[config.mk]
export PLATFORM = sky130hd
export DESIGN_NAME = diff_rx
export DESIGN_NICKNAME = d
export VERILOG_FILES = /design/src/rtl/diff_rx.sv
export SDC_FILE = /design/constraint.sdc
export NUM_CORES = 1
export LEC_CHECK = 0
export CORE_MARGIN = 3
export CORE_UTILIZATION = 45
export CTS_BUF_LIST = sky130_fd_sc_hd__clkbuf_8 sky130_fd_sc_hd__clkbuf_16
export DETAILED_ROUTE_END_ITERATION = 8
export HOLD_SLACK_MARGIN = 0.12
export PLACE_DENSITY_LB_ADDON = 0.1
export SLEW_MARGIN = 10
export SYNTH_ARGS = -nofsm -noshare
export SYNTH_HDL_FRONTEND = slang
export SYNTH_SLANG_ARGS = --single-unit
[constraint.sdc]
create_clock -name clk_in -period 5.95 [get_ports clk_in]
set_input_delay 0.8925 -clock clk_in [delete_from_list [all_inputs] [get_ports clk_in]]
set_output_delay 0.8925 -clock clk_in [all_outputs]
set_load 0.03 [all_outputs]
[src/rtl/diff_rx.sv]
// diff_rx: pulse-width serial link receiver.
// Decodes SYNC + 26 data bits + trailing SYNC-width low from a single wire,
// classifying each symbol by the width of its low phase.
module diff_rx #(
  parameter int DATA_PERIOD = 20
) (
  input  logic        clk_in,
  input  logic        rst_in,
  input  logic        data_in,
  output logic [25:0] data_out,
  output logic        valid_out,
  output logic        error_out,
  output logic [2:0]  state_out
);

  localparam int CW = $clog2(DATA_PERIOD) + 1;

  localparam logic [CW-1:0] MIN_LOW  = CW'(DATA_PERIOD / 8);
  localparam logic [CW-1:0] ZERO_MAX = CW'((3 * DATA_PERIOD) / 8);
  localparam logic [CW-1:0] SYNC_MAX = CW'((5 * DATA_PERIOD) / 8);
  localparam logic [CW-1:0] ONE_MAX  = CW'((7 * DATA_PERIOD) / 8);
  localparam logic [CW-1:0] HIGH_MAX = CW'(DATA_PERIOD);
  localparam logic [CW-1:0] CNT_ONE  = CW'(1);
  localparam logic [4:0]    NBITS    = 5'd26;

  typedef enum logic [2:0] {
    S_IDLE     = 3'd0,
    S_HDR_LOW  = 3'd1,
    S_HDR_HIGH = 3'd2,
    S_BIT_LOW  = 3'd3,
    S_BIT_HIGH = 3'd4,
    S_RECOVER  = 3'd5
  } state_t;

  logic          r_sync1;
  logic          r_sync2;
  state_t        r_state;
  logic [CW-1:0] r_low_cnt;
  logic [CW-1:0] r_high_cnt;
  logic [4:0]    r_bit_cnt;
  logic [25:0]   r_shift;
  logic          r_valid_p;
  logic          r_error_p;
  logic [25:0]   r_data;
  logic          r_valid;
  logic          r_error;

  logic          w_line;
  logic [CW-1:0] w_low_inc;
  logic [CW-1:0] w_high_inc;
  logic          w_is_zero;
  logic          w_is_sync;
  logic          w_is_one;
  logic          w_low_over;
  logic          w_high_to;

  state_t        w_state_nx;
  logic [CW-1:0] w_low_nx;
  logic [CW-1:0] w_high_nx;
  logic [4:0]    w_bit_nx;
  logic [25:0]   w_shift_nx;
  logic          w_valid;
  logic          w_error;

  assign w_line     = r_sync2;
  assign w_low_inc  = (r_low_cnt == '1) ? r_low_cnt : r_low_cnt + CNT_ONE;
  assign w_high_inc = (r_high_cnt == '1) ? r_high_cnt : r_high_cnt + CNT_ONE;
  assign w_is_zero  = (r_low_cnt >= MIN_LOW) && (r_low_cnt <= ZERO_MAX);
  assign w_is_sync  = (r_low_cnt > ZERO_MAX) && (r_low_cnt <= SYNC_MAX);
  assign w_is_one   = (r_low_cnt > SYNC_MAX) && (r_low_cnt <= ONE_MAX);
  // r_low_cnt already holds ONE_MAX, so the low cycle seen now is one too many
  assign w_low_over = (r_low_cnt >= ONE_MAX);
  assign w_high_to  = (w_high_inc >= HIGH_MAX);

  // Two-flop synchronizer for the asynchronous line, idling high
  always_ff @(posedge clk_in) begin
    if (rst_in) begin
      r_sync1 <= 1'b1;
      r_sync2 <= 1'b1;
    end else begin
      r_sync1 <= data_in;
      r_sync2 <= r_sync1;
    end
  end

  // Next-state, counter and strobe decisions from the synchronized line
  always_comb begin
    w_state_nx = r_state;
    w_low_nx   = r_low_cnt;
    w_high_nx  = r_high_cnt;
    w_bit_nx   = r_bit_cnt;
    w_shift_nx = r_shift;
    w_valid    = 1'b0;
    w_error    = 1'b0;
    unique case (r_state)
      S_IDLE: begin
        if (!w_line) begin
          w_state_nx = S_HDR_LOW;
          w_low_nx   = CNT_ONE;
          w_high_nx  = '0;
        end
      end
      S_HDR_LOW: begin
        if (!w_line) begin
          if (w_low_over) begin
            w_error    = 1'b1;
            w_state_nx = S_RECOVER;
          end else begin
            w_low_nx = w_low_inc;
          end
        end else if (w_is_sync) begin
          w_state_nx = S_HDR_HIGH;
          w_bit_nx   = '0;
          w_high_nx  = CNT_ONE;
        end else begin
          w_error    = 1'b1;
          w_state_nx = S_IDLE;
        end
      end
      S_HDR_HIGH, S_BIT_HIGH: begin
        if (w_line) begin
          if (w_high_to) begin
            w_error    = 1'b1;
            w_state_nx = S_IDLE;
          end else begin
            w_high_nx = w_high_inc;
          end
        end else begin
          w_state_nx = S_BIT_LOW;
          w_low_nx   = CNT_ONE;
          w_high_nx  = '0;
        end
      end
      S_BIT_LOW: begin
        if (!w_line) begin
          if (w_low_over) begin
            w_error    = 1'b1;
            w_state_nx = S_RECOVER;
          end else begin
            w_low_nx = w_low_inc;
          end
        end else if (r_bit_cnt < NBITS) begin
          if (w_is_zero || w_is_one) begin
            w_shift_nx = {r_shift[24:0], w_is_one};
            w_bit_nx   = r_bit_cnt + 5'd1;
            w_high_nx  = CNT_ONE;
            w_state_nx = S_BIT_HIGH;
          end else begin
            w_error    = 1'b1;
            w_state_nx = S_IDLE;
          end
        end else begin
          if (w_is_sync) begin
            w_valid = 1'b1;
          end else begin
            w_error = 1'b1;
          end
          w_state_nx = S_IDLE;
        end
      end
      S_RECOVER: begin
        if (w_line) begin
          w_state_nx = S_IDLE;
        end
      end
      default: begin
        w_state_nx = S_IDLE;
      end
    endcase
  end

  // FSM state, counters and shift register
  always_ff @(posedge clk_in) begin
    if (rst_in) begin
      r_state    <= S_IDLE;
      r_low_cnt  <= '0;
      r_high_cnt <= '0;
      r_bit_cnt  <= '0;
      r_shift    <= '0;
      r_valid_p  <= 1'b0;
      r_error_p  <= 1'b0;
    end else begin
      r_state    <= w_state_nx;
      r_low_cnt  <= w_low_nx;
      r_high_cnt <= w_high_nx;
      r_bit_cnt  <= w_bit_nx;
      r_shift    <= w_shift_nx;
      r_valid_p  <= w_valid;
      r_error_p  <= w_error;
    end
  end

  // Output register stage; r_shift cannot move the cycle after a frame completes
  always_ff @(posedge clk_in) begin
    if (rst_in) begin
      r_data  <= '0;
      r_valid <= 1'b0;
      r_error <= 1'b0;
    end else begin
      r_valid <= r_valid_p;
      r_error <= r_error_p;
      if (r_valid_p) begin
        r_data <= r_shift;
      end
    end
  end

  assign data_out  = r_data;
  assign valid_out = r_valid;
  assign error_out = r_error;
  assign state_out = r_state;

endmodule
# ---- Word level (Yosys, flattened, before mapping)
# Index checks and enable logic that the tools add are counted.
dict set report word_totals {
  reg_bits 78
  input_bits 3
  wordCells 105
}
dict set report op_classes {
  order_cmp 9
  addsub 3
  mux 42
  n_reduce_logical 17
  eq_ne 20
  bitwise 2
}
# cell n
set op_table {}
lappend op_table {{$mux 6} 13}
lappend op_table {{$mux 3} 9}
lappend op_table {{$mux 5} 5}
lappend op_table {{$pmux 6 s4} 1}
lappend op_table {{$ne 2x2->1 const B} 11}
lappend op_table {{$pmux 3 s5} 1}
lappend op_table {{$add 6x1->6 const B} 2}
lappend op_table {{$eq 6x6->1 const B} 2}
lappend op_table {{$ge 6x5->1 const B} 2}
lappend op_table {{$pmux 6 s2} 1}
lappend op_table {{$pmux 5 s2} 1}
lappend op_table {{$mux 1} 9}
lappend op_table {{$reduce_and 8->1} 1}
lappend op_table {{$eq 3x2->1 const B} 2}
lappend op_table {{$eq 3x3->1 const B} 2}
lappend op_table {{$ge 6x2->1 const B} 1}
lappend op_table {{$gt 6x3->1 const B} 1}
lappend op_table {{$gt 6x4->1 const B} 1}
lappend op_table {{$le 6x3->1 const B} 1}
lappend op_table {{$le 6x4->1 const B} 1}
lappend op_table {{$le 6x5->1 const B} 1}
lappend op_table {{$ne 3x3->1 const B} 2}
lappend op_table {{$reduce_and 6->1} 1}
lappend op_table {{$add 5x1->5 const B} 1}
lappend op_table {{other kinds (16)} 21}

# ---- Depth between registers and ports, before layout
dict set report depth {
  depth_word 7
  depth_mapped 9
  depth_no_buf 7
}

# ---- Worst setup path before layout
# OpenSTA, ideal clock, no wires.
dict set report synth_path {
  kind {register to register}
  start {reg r_low_cnt[1]}
  end {reg r_low_cnt[3]}
  t_arrival_ns 2.081
  stages_incl_launch_ff 8
  period_less_slack_ns 2.153
  path_slack_ns 3.797
  path_buffers 0
  path_cell_list {dfxtp_1 > inv_1 > ha_1 > or4b_1 > a21o_1 > a21o_1 > a2111oi_2 > mux2i_1}
}
dict set report synth_via {
  elab_chain_len 5
  elab_cells_between_ends 10
  classes_between {add/sub: 1; order compare: 1; eq/ne: 3; mux: 4; reduce/logical: 1}
}
# element line
set synth_lines {}
lappend synth_lines {{start, declared} 38} ;# logic [CW-1:0] r_low_cnt;
lappend synth_lines {{start signal, assigned} 184} ;# r_low_cnt <= w_low_nx;
lappend synth_lines {{$add 6x1->6} 66} ;# assign w_low_inc = (r_low_cnt == '1) ? r_low_cnt : r_low_cnt + CNT_ONE;
lappend synth_lines {{$mux 6} 66}
lappend synth_lines {{$mux 6} {105, 136}}
lappend synth_lines {{$mux 6} 135} ;# if (!w_line) begin
lappend synth_lines {{$pmux 6 s2} 95} ;# unique case (r_state)
# Parallel ways exist; a longest one is shown, timed or not. The select of a mux whose other input is x is not followed.
# A chain may end at the register's enable or synchronous reset.

# ---- Worst setup path in the final report
dict set report layout_path {
  start {reg r_state[2], in the netlist state_out[2]}
  end {out state_out[2]}
}
# element line
set layout_lines {}
lappend layout_lines {{start, declared} 37} ;# state_t r_state;
lappend layout_lines {{start signal, assigned} 183} ;# r_state <= w_state_nx;
lappend layout_lines {{end, declared} 13} ;# output logic [2:0] state_out
# No word-level cell between the ends.

==> summary.txt <==
commonest non-fill, non-tap cell in the layout: dfxtp_1
H-tree Lvls: 3
status: finished, final reports clean
FFs w/ async S/R, synth: 0%
post-DP HPWL: 4.17 mm
IO Pins: 34
Fillers: 645
Cell variety after synth: 55
total CTS buffers: 9
GRT Max-Usage Layer: met2
PD cells: 255 mW/mm^2
most frequent cells in the layout: dfxtp_1, nand2_1, nor2_1
CP Cell Sequence: clkdlybuf4s50_1
CP endpoint kind: output port
Total Wirelength: 6.61 mm
vias in the first global route: 2389
CP arrival: 1750 ps
sequential element share of the synthesized area: 47.1%
Ys Warns: 0
Total GRT Usage: 16.0%
Worst path slowest cell: clkdlybuf4s50_1
maximum VDD drop: 211 uV
Vias: 2687
Setup Skew: 11.0 ps
worst path required time: 5060 ps
area share of the leading cell type in the synthesized netlist: 47.1%
die area: 0.00843 sq mm
Initial Utilization: 47.5%
Slew @ Worst Pin: 801 ps
RSZ-0062 raised after global routing: no
# Max-Cap Violations: 0
# clock sinks: 78
Final Hold Vio Count: 0
pin count of the biggest net entering global routing: 82
Buffers on Ports: 33
first-pass GRT wire length: 11.1 mm
final period utilization: 44.4%
Synth area leader: dfxtp_1
CTS Buffer Depth: 2
fin crit period: 2640 ps
Static Leak: 1.29 nW
TritonCTS clock tree: done
Buf/Inv on CP: 1
setup_tns: 0 ps
DIE HEIGHT: 91.8 um
DRT Pass-1 Iters: 4
Clock Latency Late Sink: 350 ps
Slew Limit Fails: 0
met2 Use GR: 23.6%
Vias per Instance: 5.32
Routed Antenna Nets: 0
layout cells sized above 1: 8.56%
mean post-synth cell area: 8.70 sq um
Root Buffer: clkbuf_8
Setup Crit Path Kind: reg -> out
GRT overflow: 0
Post-CTS Setup Repair Bufs: 0
final setup vio count: 0
synthesized instance count: 381
GR Util met3: 3.28%
core area: 0.00698 sq mm
met1 usage: 22.5%
routed len/inst: 13.1 um
Power, Total: 0.997 mW
initial antenna violation count: 0
number of flops mapped to enable cells by yosys: 0
RD Place Congestion: 0.816
initial DRC count: 144
crit-path max cell delay: 770 ps
number of diodes: 0
CP Max Fanout: 16
post-CTS sizing: 0
top cells by area, synth: dfxtp_1, mux2i_1, nand2_1, a21oi_1, nor2_1
Final nets: 413
Max Clock Freq: 0.379 GHz
Post-route DRC: 0
hold_buf cts: 0
delay-heaviest family, CP: buffers and inverters
Clock transition at path regs: 80 ps
max_slew headroom: 46.6%
Mapped Area: 0.00331 sq mm
ys flop type: dfxtp_1
# rows: 30
Worst setup SP type: flop
post-synthesis register bit count: 78
syn_nets: 390
Die W: 91.8 um
Synth-to-Final Area Change: 17.9%
Hold Crit Class: reg -> reg
## stage by stage
stage | instance area [sq um] | hold WS, ps | util [%] | std cells | setup WS, ps
2_1_floorplan | 3310 | 389 | - | 381 | 3800
3_3_place_gp | 3690 | 407 | 52.8 | 489 | 3570
3_5_place_dp | 3690 | 410 | 52.8 | 489 | 3550
4_1_cts | 3910 | 430 | 55.9 | 505 | 3280
5_1_grt | 3910 | 442 | 55.9 | 505 | 3200
6_report | 3910 | 425 | 55.9 | 505 | 3310
## cell families (layout without fill, tap and decap cells)
family	after synthesis	count (layout)	share of synthesized area [%]
adders and majority gates	6	6	2.27
and+or+nand+nor	155	155	21.8
xor gates and xnor gates	1	1	0.264
buffers and inverters	31	59	3.66
AOI/OAI and AO/OA	80	80	15.7
DFF	78	78	47.1
muxes	30	30	9.10
## synth_stat cells (2+ instances only)
library cell	number
or3_1	3
nor3_1	6
a21o_1	4
nor2_1	37
o211ai_1	4
nand2_1	65
nand2b_1	5
and2_1	2
buf_2	4
ha_1	6
or4b_1	2
or4b_2	2
or3_2	2
or2_2	5
o21ai_0	9
a22o_1	3
a211oi_1	3
nor2b_1	6
a21oi_1	35
dfxtp_1	78
inv_1	7
clkbuf_1	17
a31oi_1	3
nand4_1	5
mux2i_1	29
buf_1	3
nand3_1	8
## sequential cells by signal, summed over array words and instances (netlist names)
signal      flops
r_valid_p       1
r_low_cnt       6
r_sync2         1
data_out       26
r_error_p       1
r_sync1         1
error_out       1
r_shift        26
state_out       3
r_high_cnt      6
valid_out       1
r_bit_cnt       5
## path summary, 6_finish.rpt
kind / from / to / slack (ps) / cells after the start
max: state_out[2] / state_out[2] / 3310 / 1
min: r_sync1 / r_sync2 / 430 / 1
max reg2reg: r_low_cnt[1] / r_low_cnt[3] / 3650 / 7
min reg2reg: r_sync1 / r_sync2 / 430 / 1
## power breakdown
group	switching (mW)	internal (mW)	total, mW
clock network	0.196	0.238	0.434
registers	0.00525	0.524	0.529
logic	0.0220	0.0122	0.0342
## layout make-up
cell class | instances | area, sq um | share of cell area, %
Multi-Input combinational cell | 272 | 1630 | 41.7
Sequential cell | 78 | 1560 | 40.0
Timing Repair Buffer | 36 | 348 | 8.90
Clock buffer | 9 | 124 | 3.17
Tap cell | 96 | 120 | 3.07
Clock inverter | 7 | 96.3 | 2.47
Inverter | 7 | 26.3 | 0.673
## routing by layer
layer	up-vias	wire length, um
met4	0	59
met5	-	0
met2	43	2840
li1	1373	-
met3	5	264
met1	1266	3440
Note: power is estimated with default switching activity, not from simulation.
